### src/rtl/mod_updown_counter_pkg.sv
// Shared counter definitions: state encoding and terminal-value helper
// used by the up/down counter and other timer blocks.
package counter_pkg;

    localparam int unsigned MAX_WIDTH = 64;

    // One extra bit so a modulus of exactly 2^MAX_WIDTH can be expressed.
    typedef logic [MAX_WIDTH:0] modulus_t;

    typedef enum logic [1:0] {
        IDLE,
        RUN,
        DONE
    } cnt_state_t;

    // Largest count value for a given width and modulus. Modulus 0 means the
    // full binary range. A modulus of 2^width yields all ones as well.
    function automatic logic [MAX_WIDTH-1:0] calc_max(input int unsigned width,
                                                      input modulus_t    modulus);
        logic [MAX_WIDTH-1:0] ones;
        ones = {MAX_WIDTH{1'b1}} >> (MAX_WIDTH - width);
        if (modulus == '0) begin
            return ones;
        end
        return (modulus[MAX_WIDTH-1:0] - 64'd1) & ones;
    endfunction

endpackage

### src/rtl/mod_updown_counter_if.sv
// Control/status bundle of the up/down counter. The master side drives the
// controls and observes the count; the slave side is the counter itself.
interface mod_updown_counter_if #(
    parameter int unsigned WIDTH = 64
);
    logic             clr;
    logic             load;
    logic [WIDTH-1:0] load_val;
    logic             start;
    logic             stop;
    logic             dir;
    logic             one_shot;
    logic [WIDTH-1:0] q;
    logic             tc;
    logic             running;
    logic             done;

    modport master (
        output clr, load, load_val, start, stop, dir, one_shot,
        input  q, tc, running, done
    );

    modport slave (
        input  clr, load, load_val, start, stop, dir, one_shot,
        output q, tc, running, done
    );
endinterface

### src/rtl/mod_updown_counter_tick_prescaler.sv
// Clock prescaler: while enabled, asserts tick on every PRESCALE-th cycle.
// tick is combinational from the registered phase counter so the parent can
// act on it at the same edge the phase counter wraps.
module tick_prescaler #(
    parameter int unsigned PRESCALE = 1
) (
    input  logic clk,
    input  logic reset,
    input  logic en,
    input  logic sync_clr,
    output logic tick
);
    localparam int unsigned   PW   = (PRESCALE > 1) ? $clog2(PRESCALE) : 1;
    localparam logic [PW-1:0] LAST = PW'(PRESCALE - 1);

    logic [PW-1:0] pre_cnt;

    assign tick = en && (pre_cnt == LAST);

    // Phase counter: cleared on request, advances and wraps only while enabled.
    always_ff @(posedge clk or posedge reset) begin
        if (reset) begin
            pre_cnt <= '0;
        end else if (sync_clr) begin
            pre_cnt <= '0;
        end else if (en) begin
            if (pre_cnt == LAST) begin
                pre_cnt <= '0;
            end else begin
                pre_cnt <= pre_cnt + 1'b1;
            end
        end
    end
endmodule

### src/rtl/mod_updown_counter.sv
// Synchronous up/down counter with programmable modulus, prescaler,
// parallel load and one-shot mode. All outputs are registered.
module mod_updown_counter
    import counter_pkg::*;
#(
    parameter int unsigned WIDTH    = 64,
    parameter modulus_t    MODULUS  = '0,
    parameter int unsigned PRESCALE = 1
) (
    input  logic                 clk,
    input  logic                 reset,
    mod_updown_counter_if.slave  bus
);
    localparam logic [WIDTH-1:0] MAX = WIDTH'(calc_max(WIDTH, MODULUS));

    cnt_state_t       state;
    logic [WIDTH-1:0] q_r;
    logic             tc_r;
    logic             running_r;
    logic             done_r;
    logic             mode_one_shot;
    logic             tick;
    logic             pre_clr;

    // The prescaler phase restarts on any control action that re-times counting;
    // start while already running is ignored and must not disturb the phase.
    assign pre_clr = bus.clr || bus.load || bus.stop || (bus.start && (state != RUN));

    tick_prescaler #(
        .PRESCALE (PRESCALE)
    ) u_prescaler (
        .clk      (clk),
        .reset    (reset),
        .en       (state == RUN),
        .sync_clr (pre_clr),
        .tick     (tick)
    );

    // State machine, mode register and count/terminal-count registers,
    // with control priority clr > load > stop > start > count step.
    always_ff @(posedge clk or posedge reset) begin
        if (reset) begin
            state         <= IDLE;
            q_r           <= '0;
            tc_r          <= 1'b0;
            running_r     <= 1'b0;
            done_r        <= 1'b0;
            mode_one_shot <= 1'b0;
        end else begin
            tc_r <= 1'b0;
            if (bus.clr) begin
                q_r       <= '0;
                state     <= IDLE;
                running_r <= 1'b0;
                done_r    <= 1'b0;
            end else if (bus.load) begin
                q_r <= (bus.load_val > MAX) ? MAX : bus.load_val;
                if (state == DONE) begin
                    state  <= IDLE;
                    done_r <= 1'b0;
                end
            end else if (bus.stop) begin
                state     <= IDLE;
                running_r <= 1'b0;
                done_r    <= 1'b0;
            end else if (bus.start && (state != RUN)) begin
                state         <= RUN;
                running_r     <= 1'b1;
                done_r        <= 1'b0;
                mode_one_shot <= bus.one_shot;
            end else if ((state == RUN) && tick) begin
                if (bus.dir) begin
                    if (q_r < MAX) begin
                        q_r <= q_r + 1'b1;
                    end else begin
                        tc_r <= 1'b1;
                        if (mode_one_shot) begin
                            state     <= DONE;
                            running_r <= 1'b0;
                            done_r    <= 1'b1;
                        end else begin
                            q_r <= '0;
                        end
                    end
                end else begin
                    if (q_r != '0) begin
                        q_r <= q_r - 1'b1;
                    end else begin
                        tc_r <= 1'b1;
                        if (mode_one_shot) begin
                            state     <= DONE;
                            running_r <= 1'b0;
                            done_r    <= 1'b1;
                        end else begin
                            q_r <= MAX;
                        end
                    end
                end
            end
        end
    end

    assign bus.q       = q_r;
    assign bus.tc      = tc_r;
    assign bus.running = running_r;
    assign bus.done    = done_r;
endmodule
### src/flat_wrapper.sv
// flat-port wrapper written by rule: the top's interface ports become plain ports
module mod_updown_counter_flat import counter_pkg::*;
#(
    parameter int unsigned WIDTH    = 64,
    parameter modulus_t    MODULUS  = '0,
    parameter int unsigned PRESCALE = 1
)
  (clk, reset, bus_clr, bus_load, bus_load_val, bus_start, bus_stop, bus_dir, bus_one_shot, bus_q, bus_tc, bus_running, bus_done);
  mod_updown_counter_if #(.WIDTH(WIDTH)) bus_i ();
  input  logic clk;
  input  logic reset;
  input wire logic [$bits(bus_i.clr)-1:0] bus_clr;
  input wire logic [$bits(bus_i.load)-1:0] bus_load;
  input wire logic [$bits(bus_i.load_val)-1:0] bus_load_val;
  input wire logic [$bits(bus_i.start)-1:0] bus_start;
  input wire logic [$bits(bus_i.stop)-1:0] bus_stop;
  input wire logic [$bits(bus_i.dir)-1:0] bus_dir;
  input wire logic [$bits(bus_i.one_shot)-1:0] bus_one_shot;
  output wire logic [$bits(bus_i.q)-1:0] bus_q;
  output wire logic [$bits(bus_i.tc)-1:0] bus_tc;
  output wire logic [$bits(bus_i.running)-1:0] bus_running;
  output wire logic [$bits(bus_i.done)-1:0] bus_done;
  assign bus_i.clr = bus_clr;
  assign bus_i.load = bus_load;
  assign bus_i.load_val = bus_load_val;
  assign bus_i.start = bus_start;
  assign bus_i.stop = bus_stop;
  assign bus_i.dir = bus_dir;
  assign bus_i.one_shot = bus_one_shot;
  assign bus_q = bus_i.q;
  assign bus_tc = bus_i.tc;
  assign bus_running = bus_i.running;
  assign bus_done = bus_i.done;
  mod_updown_counter #(.WIDTH(WIDTH), .MODULUS(MODULUS), .PRESCALE(PRESCALE)) u_core (.clk(clk), .reset(reset), .bus(bus_i));
endmodule
### config.mk
export PLATFORM = sky130hd
export DESIGN_NAME = mod_updown_counter_flat
export DESIGN_NICKNAME = d
export VERILOG_FILES = /design/src/rtl/mod_updown_counter_pkg.sv /design/src/rtl/mod_updown_counter_if.sv /design/src/rtl/mod_updown_counter_tick_prescaler.sv /design/src/rtl/mod_updown_counter.sv /design/src/flat_wrapper.sv
export SDC_FILE = /design/constraint.sdc
export NUM_CORES = 1
export LEC_CHECK = 0
export ABC_AREA = 1
export CAP_MARGIN = 20
export CORE_MARGIN = 1
export CORE_UTILIZATION = 49
export CTS_CLUSTER_DIAMETER = 150
export DETAILED_ROUTE_END_ITERATION = 8
export GPL_TIMING_DRIVEN = 1
export PLACE_DENSITY = 0.74
export SETUP_SLACK_MARGIN = 0.5
export SYNTH_ARGS = -nofsm -noshare
export SYNTH_HDL_FRONTEND = slang
export SYNTH_HIERARCHICAL = 1
export SYNTH_SLANG_ARGS = --single-unit
### constraint.sdc
create_clock -name clk -period 2.5 [get_ports clk]
set_input_delay 0.5 -clock clk [delete_from_list [all_inputs] [get_ports clk]]
set_output_delay 0.5 -clock clk [all_outputs]
set_load 0.02 [all_outputs]
* Word-level counts from Yosys, hierarchy flattened
Cells that the tools add are included.
** Storage, ports and cells
- Output and inout bits :: 67
- Logic and storage cells :: 95
- Input bits :: 72
- Flip-flop bits (word level) :: 71
** Operators by class
- Mux-type cells :: 51
- Reduce and logical (&&, ||, !) cells :: 15
- Magnitude comparators :: 2
- $add $sub $neg :: 3
- Equal/unequal tests :: 13
- Bitwise gates (word level) :: 4
** Operators with widths (number)
- 64-bit 2-to-1 mux :: 11
- 64-bit by 1-bit adder with 64-bit output, second input constant :: 1
- 64-bit > comparator, second input constant :: 1
- 64-bit < comparator, second input constant :: 1
- 64-bit nonzero test :: 1
- 64-bit by 1-bit subtractor with 64-bit output, second input constant :: 1
- 1-bit 2-to-1 mux :: 30
- 2-bit 2-to-1 mux :: 10
- 6-bit by 5-bit inequality test with 1-bit output, second input constant :: 2
- 4-bit AND reduction :: 3
- 5-bit by 4-bit inequality test with 1-bit output, second input constant :: 2
- 5-bit inequality test, second input constant :: 2
- 3-bit inequality test, second input constant :: 2
- 5-bit AND reduction :: 1
- 5-bit nonzero test :: 1
- 1-bit inverter :: 4
- 4-bit nonzero test :: 1
- 1-bit logical AND :: 3
- 1-bit logical OR :: 3
- 3-bit by 2-bit inequality test with 1-bit output, second input constant :: 1
- 3-bit nonzero test :: 1
- 2-bit by 1-bit equality test with 1-bit output, second input constant :: 1
- 2-bit equality test, second input constant :: 1
- 2-bit by 1-bit inequality test with 1-bit output, second input constant :: 1
- 3 further kinds :: 3

* Longest topological paths before layout
Gate-level depths: netlist of run 1.
- Depth after elaboration :: 8
- Depth in mapped cells :: 15
- Depth with buffers taken out :: 14

* Cells and area by module
Netlist of run 1, hierarchy kept.
** Modules (own cells, without submodules)
- mod_updown_counter :: cells an instance 1727, area an instance 8809.7 µm², times used 1
- tick_prescaler :: cells an instance 1, area an instance 7.5 µm², times used 1

* Least setup slack after synthesis of run 1
OpenSTA, ideal clock, no wires.
- Path type :: register -> register
- Start :: register u_core.q_r[1] (netlist: u_core/bus.q[1])
- End :: register u_core.q_r[6] (netlist: u_core/bus.q[6])
- Slack :: 0.320 ns
- Arrival :: 2.060 ns
- Path buffers :: 2
- Clock period less this slack :: 2.180 ns
- Cell stages (with the launch flop) :: 15
- Data required time :: 2.379 ns
- Cells stage by stage :: dfrtp_1 > ha_1 > nand2_1 > nor2_4 > nand2_2 > nor2_4 > nand2_2 > nor2_4 > nand2_2 > nand4_4 > inv_2 > buf_6 > buf_6 > nand2_1 > o21ai_2
** On the way
- Longest elaborated chain between the ends :: 8
** Ends and longest elaborated chain
- start, declared :: line mod_updown_counter.sv:17 : logic [WIDTH-1:0] q_r;
- start signal, assigned :: line mod_updown_counter.sv:57 : q_r <= (bus.load_val > MAX) ? MAX : bus.load_val;
- start signal, assigned :: line mod_updown_counter.sv:74 : q_r <= q_r + 1'b1;
- start signal, assigned :: line mod_updown_counter.sv:87 : q_r <= q_r - 1'b1;
- 64-bit by 1-bit subtractor with 64-bit output (tied with other cells) :: line mod_updown_counter.sv:87
- 64-bit 2-to-1 mux (on tied branches) :: line mod_updown_counter.sv:86, mod_updown_counter.sv:73
- 64-bit 2-to-1 mux :: line mod_updown_counter.sv:72 : if (bus.dir) begin
- 64-bit 2-to-1 mux :: line mod_updown_counter.sv:71 : end else if ((state == RUN) && tick) begin
- 64-bit 2-to-1 mux :: line mod_updown_counter.sv:66 : end else if (bus.start && (state != RUN)) begin
- 64-bit 2-to-1 mux :: line mod_updown_counter.sv:62 : end else if (bus.stop) begin
- 64-bit 2-to-1 mux :: line mod_updown_counter.sv:56 : end else if (bus.load) begin
- 64-bit 2-to-1 mux :: line mod_updown_counter.sv:51 : if (bus.clr) begin
Parallel ways exist; a longest one is shown, timed or not. The select of a mux whose other input is x is not followed.
A chain may end at the register's enable or synchronous reset.

* Worst setup path after layout of run 1
- Start :: register u_core.q_r[21] (netlist: u_core/bus.q[21])
- End :: register u_core.q_r[55] (netlist: u_core/bus.q[55])
The elaborated chain is that of the path after synthesis.

==> qor.txt, run 1 <==
Run status - finished, final reports clean
TritonCTS Sinks - 70
Most frequent cells in the layout - 640 x nand2_1, 260 x nor2_1, 186 x nand3_1, 157 x inv_1, 121 x buf_4
Hold_buf cts - 0
Final HPWL DP - 29630 um
Gate Count Post-Synth - 1727
Drt pass-1 iters - 9
Chip Width - 136.1 um
Area growth syn-to-layout - 40.05%
Total Nets Final - 2007
Port bufs - 138
Setup CP Type - register to register
Post-route cell area - 12340 um2
Vias in the first global route - 10760
Total grt overflow - 0
Critical-path top delay cell - dfrtp_1
DR WL/cell - 19.13 um
Worst slack at placement - 0.09138 ns
WP data arrival - 2.47 ns
TNS Setup - 0 ns
IO Pins - 139
Global Route Usage Sum - 41.35%
FP Rows - 48
Syn. warnings - 6
Vias post-DR - 12420
Chip Height - 136.1 um
Root Buffer - clkbuf_16
Maximum VDD drop - 0.3322 mV
CP dominant cell by count - nand2_1
Pins Over Slew Limit - 0
Worst Max-Slew Pin Slew - 0.4946 ns
CP max FO - 7
H-tree Lvls - 3
Period utilization - 87.15%
RSZ-0062 raised after global routing - yes
Initial Utilization - 50.60%
Largest net degree at the start of global routing - 71
First-pass GRT wire length - 57620 um
CP max stage delay - 0.46 ns
Max-Cap Viols - 0
Detail Route Antenna Nets - 0
Diodes inserted - 0
Syn Area/Cell - 5.103 um2
DRC - 0
Crit start category - register
Leak pwr - 5.835 nW
Vias per cell - 5.744
Max transition margin - 66.68%
Worst-path clk slew - 0.07 ns
Final Non-Filler Cells - 2162
Initial antenna violation count - 0
Mapped Nets - 1802
Clk Latency, worst-skew pair - 0.36 ns
Mapped cell area - 8813 um2
Core area - 17420 um2
Fmax achieved - 0.4590 GHz
Setup violators final - 0
Crit-path cells - buf_4 -> nand2_1 -> nor2_1 -> nand2_1 -> nor2_1 -> nand2_1 -> o21ai_0 -> nand3_1 -> nand2_1 -> nand3_1 -> a21oi_1
Commonest non-fill, non-tap cell in the layout - nand2_1
Min Hold Slack - 0.5242 ns
Starting DRT DRC Count - 1530
Pwr Density - 463.1 nW/um2
Fin crit period - 2.179 ns
Die ar. - 18530 um2
Placed cell areas - 10870 um2
Clock Tree Buf Depth - 2
Worst Path Required - 2.79 ns
Kind of cell adding the most delay to the critical path - simple AND/OR/NAND/NOR gates
Routability Congestion - 1.039
CTS tree - built
CP Buf/Inv Count - 1
Num CTS Buffers - 9
Post-Route WL - 41360 um
Hold Fails Final Rpt - 0
Hold crit path type - register to register
Fin worst setup slack - 0.3212 ns
Layout cells sized above 1 - 19.93%
Clock skew - 0.007923 ns
Placed cell count - 2094
CP Capture Type - register
==> through the flow <==
stage,total power [mW],utilization (%)
final,5.716,70.87
after CTS,5.319,65.45
after global routing,5.961,70.87
after detailed placement,3.765,62.41
after global placement,3.727,62.41
after floorplan,2.859,-
==> routing by layer <==
layer	GRT usage, %	vias to the layer above	share of wire, %
met5	0	-	0
met4	20.37	0	5.6
met3	7.494	161	12
met2	65.60	862	44
met1	53.65	5642	39
li1	-	5753	-
==> state kept, by name, summed over array words and instances (netlist names) <==
signal                flops
u_core/state              2
u_core/bus.done           1
u_core/bus.q             64
u_core/bus.tc             1
u_core/bus.running        1
u_core/mode_one_shot      1
==> final timing paths <==
kind                                     from                 end  slack (ns)  cells past startpoint
setup / recovery             u_core/bus.q[21]    u_core/bus.q[55]        0.32                     11
hold / removal             u_core/bus.running  u_core/bus.running        0.52                      2
setup reg to reg             u_core/bus.q[21]    u_core/bus.q[55]        0.32                     11
hold reg to reg            u_core/bus.running  u_core/bus.running        0.52                      2
max in group asynchronous               reset    u_core/bus.q[23]        1.51                      3
min in group asynchronous               reset    u_core/bus.q[10]        0.61                      3
==> cell type report <==
class,count,area [um2]
clock buffer,11,252.7
clock inverter,5,81.33
fill,1581,5074
inverter,169,651.9
multi-input combinational,1403,6653
sequential,70,1808
tap,225,281.5
timing repair buffer,279,2615
==> power breakdown <==
group	internal (mW)	switching [mW]	total (mW)
logic	1.00	1.64	2.64
registers	1.28	0.246	1.52
clock network	0.931	0.619	1.55
==> tightest hold or removal path, stage by stage, from the launching register on <==
cell     delay, ns
dfrtp_1       0.39
nand2_1       0.06
nand2_1       0.04
==> timing repair <==
action | 4_1_cts | 5_1_grt
hold endpoints to repair | 0 | 0
pin swaps | 2 | 21
setup endpoints to repair | 123 | 75
gates cloned | 0 | 8
resized for setup | 104 | 180
buffers inserted | 14 | 30
(Power assumes the default switching activity.)
==> run 2: changes to the inputs <==
--- a/config.mk
+++ b/config.mk
@@ -5,14 +5,13 @@
 export SDC_FILE = /design/constraint.sdc
 export NUM_CORES = 1
 export LEC_CHECK = 0
-export ABC_AREA = 1
 export CAP_MARGIN = 20
 export CORE_MARGIN = 1
-export CORE_UTILIZATION = 49
+export CORE_UTILIZATION = 54
 export CTS_CLUSTER_DIAMETER = 150
 export DETAILED_ROUTE_END_ITERATION = 8
 export GPL_TIMING_DRIVEN = 1
-export PLACE_DENSITY = 0.74
+export PLACE_DENSITY = 0.83
 export SETUP_SLACK_MARGIN = 0.5
 export SYNTH_ARGS = -nofsm -noshare
 export SYNTH_HDL_FRONTEND = slang
==> run 2 against run 1 <==
Net effect:
- the run now fails in global routing
- synthesized cell count decreased by 44%
- area after synthesis decreased by 18%
==> qor.txt, run 2 <==
Run status - stopped before the end
Stopped at - global routing
Error msg - [ERROR DPL-0038] Utilization greater than 100%, impossible to legalize
Most instantiated cells after synthesis - 86 x a21oi_1, 82 x nand2_1, 80 x nor2_1
Syn. warnings - 6 (unchanged)
Synth area leaders - dfrtp_1 24%, a21oi_1 5.9%, nand2_1 4.3%, nor2_1 4.1%, nand4_1 3.6%
FFs w/ async S/R, synth - 100.0%
Largest net degree at the start of global routing - 71
Top_reg_cell synth - dfrtp_1
Gate Count Post-Synth - 959 (-44%)
FP Rows - 41 (-15%)
Worst EP post-GRT repair - u_core/bus.q[11]$_DFFE_PP0P_/D
Clock Tree Buf Depth - 2 (unchanged)
Routability Congestion - 1.010 (-2.8%)
Initial Utilization - 56.44% (+5.8 points)
EDFF count, synth - 0
Chip Height - 117.8 um (-13%)
#FFs+latches synth - 70
Port bufs - 138 (unchanged)
Final HPWL DP - 22470 um (-24%)
Synth unique cells - 84
IO Pins - 139 (unchanged)
Seq/Total Area, Yosys - 24.20%
TritonCTS Sinks - 70 (unchanged)
H-tree Lvls - 3 (unchanged)
Synth area leader - dfrtp_1
Mapped Nets - 1034 (-43%)
Most common cell in the netlist - a21oi_1
Syn Area/Cell - 7.548 um2 (+48%)
Num CTS Buffers - 9 (unchanged)
Worst endpoint type - register data pin
Root Buffer - clkbuf_16
Placed cell areas - 10300 um2 (-5.3%)
Mapped cell area - 7238 um2 (-18%)
Chip Width - 117.8 um (-13%)
Synth top area share - 24.20%
run 2: timing repair:
action,in CTS
cloned,8
pin swaps,56
hold buffers,0
buffers inserted,34
resized for setup,176
setup endpoints to repair,114
run 2: per-stage QoR:
stage          setup WS, ns  setup TNS, ns  hold slack [ns]  std cells  utilization [%]
4_1_cts            -0.01558       -0.02228           0.5914       1420            89.80
3_5_place_dp       -0.08338        -0.4920           0.5601       1362            80.28
3_3_place_gp       -0.06125        -0.1214           0.5260       1362            80.28
2_1_floorplan       0.03237              0           0.5083        959                -
run 2: cell families after synthesis:
family / share of synthesized area (%)
AND/OR/NAND/NOR: 34.11
AO/OA/AOI/OAI: 25.69
buffers and inverters: 9.023
flip-flops: 24.20
XOR/XNOR: 5.324
multiplexers: 1.141
adder cells (fa/ha/maj): 0.5186
==> run 3: changes to the inputs <==
--- a/config.mk
+++ b/config.mk
@@ -7,12 +7,10 @@
 export LEC_CHECK = 0
 export CAP_MARGIN = 20
 export CORE_MARGIN = 1
-export CORE_UTILIZATION = 54
-export CTS_CLUSTER_DIAMETER = 150
+export CORE_UTILIZATION = 40
 export DETAILED_ROUTE_END_ITERATION = 8
 export GPL_TIMING_DRIVEN = 1
-export PLACE_DENSITY = 0.83
-export SETUP_SLACK_MARGIN = 0.5
+export PLACE_DENSITY_LB_ADDON = 0.15
 export SYNTH_ARGS = -nofsm -noshare
 export SYNTH_HDL_FRONTEND = slang
 export SYNTH_HIERARCHICAL = 1
==> run 3 against run 2 <==
Net effect:
- the flow now finishes, with violations (negative setup slack)
- area after synthesis did not move
- synthesized cell count unchanged
==> qor.txt, run 3 <==
Synth area leader - dfrtp_1
Max-Cap Viols - 0
Kind of cell adding the most delay to the critical path - simple AND/OR/NAND/NOR gates
EDFF count, synth - 0 (unchanged)
Setup CP Type - register to register
Critical-path top delay cell - dfrtp_2
Mapped Nets - 1034 (unchanged)
Syn Area/Cell - 7.548 um2 (unchanged)
Area growth syn-to-layout - 64.56%
R2R setup slack - -0.16 ns
WP data arrival - 2.90 ns
Hold Fails Final Rpt - 0
Cell count of the worst reg-to-reg path - 11
Fin worst setup slack - -0.1644 ns
CTS tree - built
Worst-path clk slew - 0.06 ns
First-pass GRT wire length - 46640 um
Clk Latency, worst-skew pair - 0.36 ns
R2r startpoint - u_core/bus.q[6]
TNS Setup - -1.831 ns
DRC - 0
CP max stage delay - 0.43 ns
IO Pins - 139 (unchanged)
Pwr Density - 435.7 nW/um2
Crit-path cells - nor4_4 -> buf_4 -> buf_6 -> nand4_1 -> buf_4 -> nor4_2 -> buf_4 -> nand3_1 -> o211a_1 -> o21ai_1 -> a21oi_1
Hold_buf cts - 0 (unchanged)
Worst Path Required - 2.73 ns
Final Non-Filler Cells - 1512
Seq/Total Area, Yosys - 24.20% (unchanged)
Fin crit period - 2.664 ns
Most instantiated cells after synthesis - 86 x a21oi_1, 82 x nand2_1, 80 x nor2_1
Mapped cell area - 7238 um2 (unchanged)
Failing checks - negative setup slack
Vias per cell - 6.276
Drt pass-1 iters - 5
CP Capture Type - register
Top_reg_cell synth - dfrtp_1
Core area - 17480 um2
Run status - complete, but fails checks
CP dominant cell by count - buf_4
RSZ-0062 raised after global routing - yes
Placed cell count - 1441 (+5.8%)
Max transition margin - 50.14%
Layout cells sized above 1 - 37.14%
Final HPWL DP - 21890 um (-2.6%)
Chip Width - 136.5 um (+16%)
Worst Max-Slew Pin Slew - 0.7479 ns
Clock Tree Buf Depth - 2 (unchanged)
Num CTS Buffers - 9 (unchanged)
DR WL/cell - 21.58 um
Period utilization - 106.6%
#FFs+latches synth - 70 (unchanged)
Routability Congestion - 0.9624 (-4.7%)
Port bufs - 138 (unchanged)
Maximum VDD drop - 0.3628 mV
FP Rows - 48 (+17%)
Area of the multi-input gates - 5573 um2
Post-Route WL - 32630 um
Detail Route Antenna Nets - 0
TritonCTS Sinks - 70 (unchanged)
FF-to-FF End - u_core/bus.q[46]
Syn. warnings - 6 (unchanged)
Commonest non-fill, non-tap cell in the layout - buf_4
Vias in the first global route - 8400
Total power after layout - 5.189 mW
Fmax achieved - 0.3753 GHz
Die ar. - 18640 um2
Most frequent cells in the layout - 233 x buf_4, 137 x clkdlybuf4s50_1, 80 x nand2_1, 76 x a21oi_1, 73 x nor2_1
Leak pwr - 4.698 nW
Total grt overflow - 0
CP Buf/Inv Count - 4
FFs w/ async S/R, synth - 100.0% (unchanged)
Root Buffer - clkbuf_16
Largest net degree at the start of global routing - 71
Synth top area share - 24.20% (unchanged)
Pins Over Slew Limit - 0
Min Hold Slack - 0.5670 ns
Diodes inserted - 0
Synth area leaders - dfrtp_1 24%, a21oi_1 5.9%, nand2_1 4.3%, nor2_1 4.1%, nand4_1 3.6%
Global Route Usage Sum - 32.68%
CP max FO - 3
Crit start category - register
Initial Utilization - 41.42% (-15 points)
Number of fill cells - 1426
Hold crit path type - input pin to async pin
Worst slack at placement - -0.1999 ns (-0.1165 ns)
Chip Height - 136.5 um (+16%)
Vias post-DR - 9489
Clock skew - 0.01101 ns
Max FFs per register - 64
Initial antenna violation count - 0
Most common cell in the netlist - a21oi_1
H-tree Lvls - 3 (unchanged)
Synth unique cells - 84 (unchanged)
Total Nets Final - 1357
Gate Count Post-Synth - 959 (unchanged)
Setup violators final - 30
Starting DRT DRC Count - 1004
Reg area - 1779 um2
[run 3: cell families (layout without fill, tap and decap cells)]
logic type	count (synthesis)	after routing	share of synthesized area, %
AO/OA/AOI/OAI	277	278	25.69
adder cells (fa/ha/maj)	3	3	0.5186
buffers and inverters	135	462	9.023
AND/OR/NAND/NOR	422	422	34.11
multiplexers	8	8	1.141
flip-flops	70	70	24.20
XOR/XNOR	44	44	5.324
[run 3: how the worst max path moves through the flow]
| stage | cells after the start | startpoint | slack, ns | to |
|---|---|---|---|---|
| floorplan | 10 | u_core/bus.q[0] | -0.01 | u_core/bus.q[13] |
| global placement | 11 | u_core/bus.q[0] | -0.13 | u_core/bus.q[50] |
| detailed placement | 11 | u_core/bus.q[0] | -0.20 | u_core/bus.q[50] |
| CTS | 9 | u_core/bus.q[15] | -0.11 | u_core/bus.q[35] |
| global route | 11 | u_core/bus.q[6] | -0.20 | u_core/bus.q[46] |
| finish | 11 | u_core/bus.q[6] | -0.16 | u_core/bus.q[46] |
[run 3: worst register-to-register path, stage by stage, from the launching register on]
cell     delay (ns)
dfrtp_2        0.43
nor4_4         0.43
buf_4          0.19
buf_6          0.09
nand4_1        0.11
buf_4          0.19
nor4_2         0.33
buf_4          0.19
nand3_1        0.09
o211a_1        0.21
o21ai_1        0.20
a21oi_1        0.09
[run 3: stage by stage]
stage	utilization, %	cell area (um2)
2_1_floorplan	-	7288
3_3_place_gp	58.66	10250
3_5_place_dp	58.66	10250
4_1_cts	61.97	10830
5_1_grt	68.16	11910
6_report	68.16	11910
[run 3: final cells by class]
cell class	instances	share of cell area (%)
inverters	22	0.6933
well taps	225	2.363
flip-flops and latches	70	14.94
clock buffers	12	2.153
repair buffers	424	32.69
multi-input cells	755	46.79
clock inverters	4	0.3782
[run 3: routing by layer]
| layer | part of all wire (%) | vias up | GRT usage, % | wire length (um) |
|---|---|---|---|---|
| met2 | 46 | 561 | 50.54 | 14890 |
| li1 | - | 4275 | - | - |
| met4 | 3.2 | 0 | 12.47 | 1032 |
| met3 | 9.2 | 76 | 4.037 | 2994 |
| met1 | 42 | 4577 | 46.14 | 13720 |
| met5 | 0 | - | 0 | 0 |
[run 3: report_power, final]
group | internal, mW | switching, mW | leakage, nW
clock | 0.823 | 0.544 | 0.152
sequential | 1.26 | 0.200 | 0.872
combinational | 1.15 | 1.21 | 3.67
total | 3.23 | 1.96 | 4.70
[run 3: repair_timing]
action                     CTS  global route
pin swaps                   19            76
gates cloned                 0             7
resized for setup           40           183
hold endpoints to repair     0             0
setup buffers               18            30
setup endpoints to repair   58            66
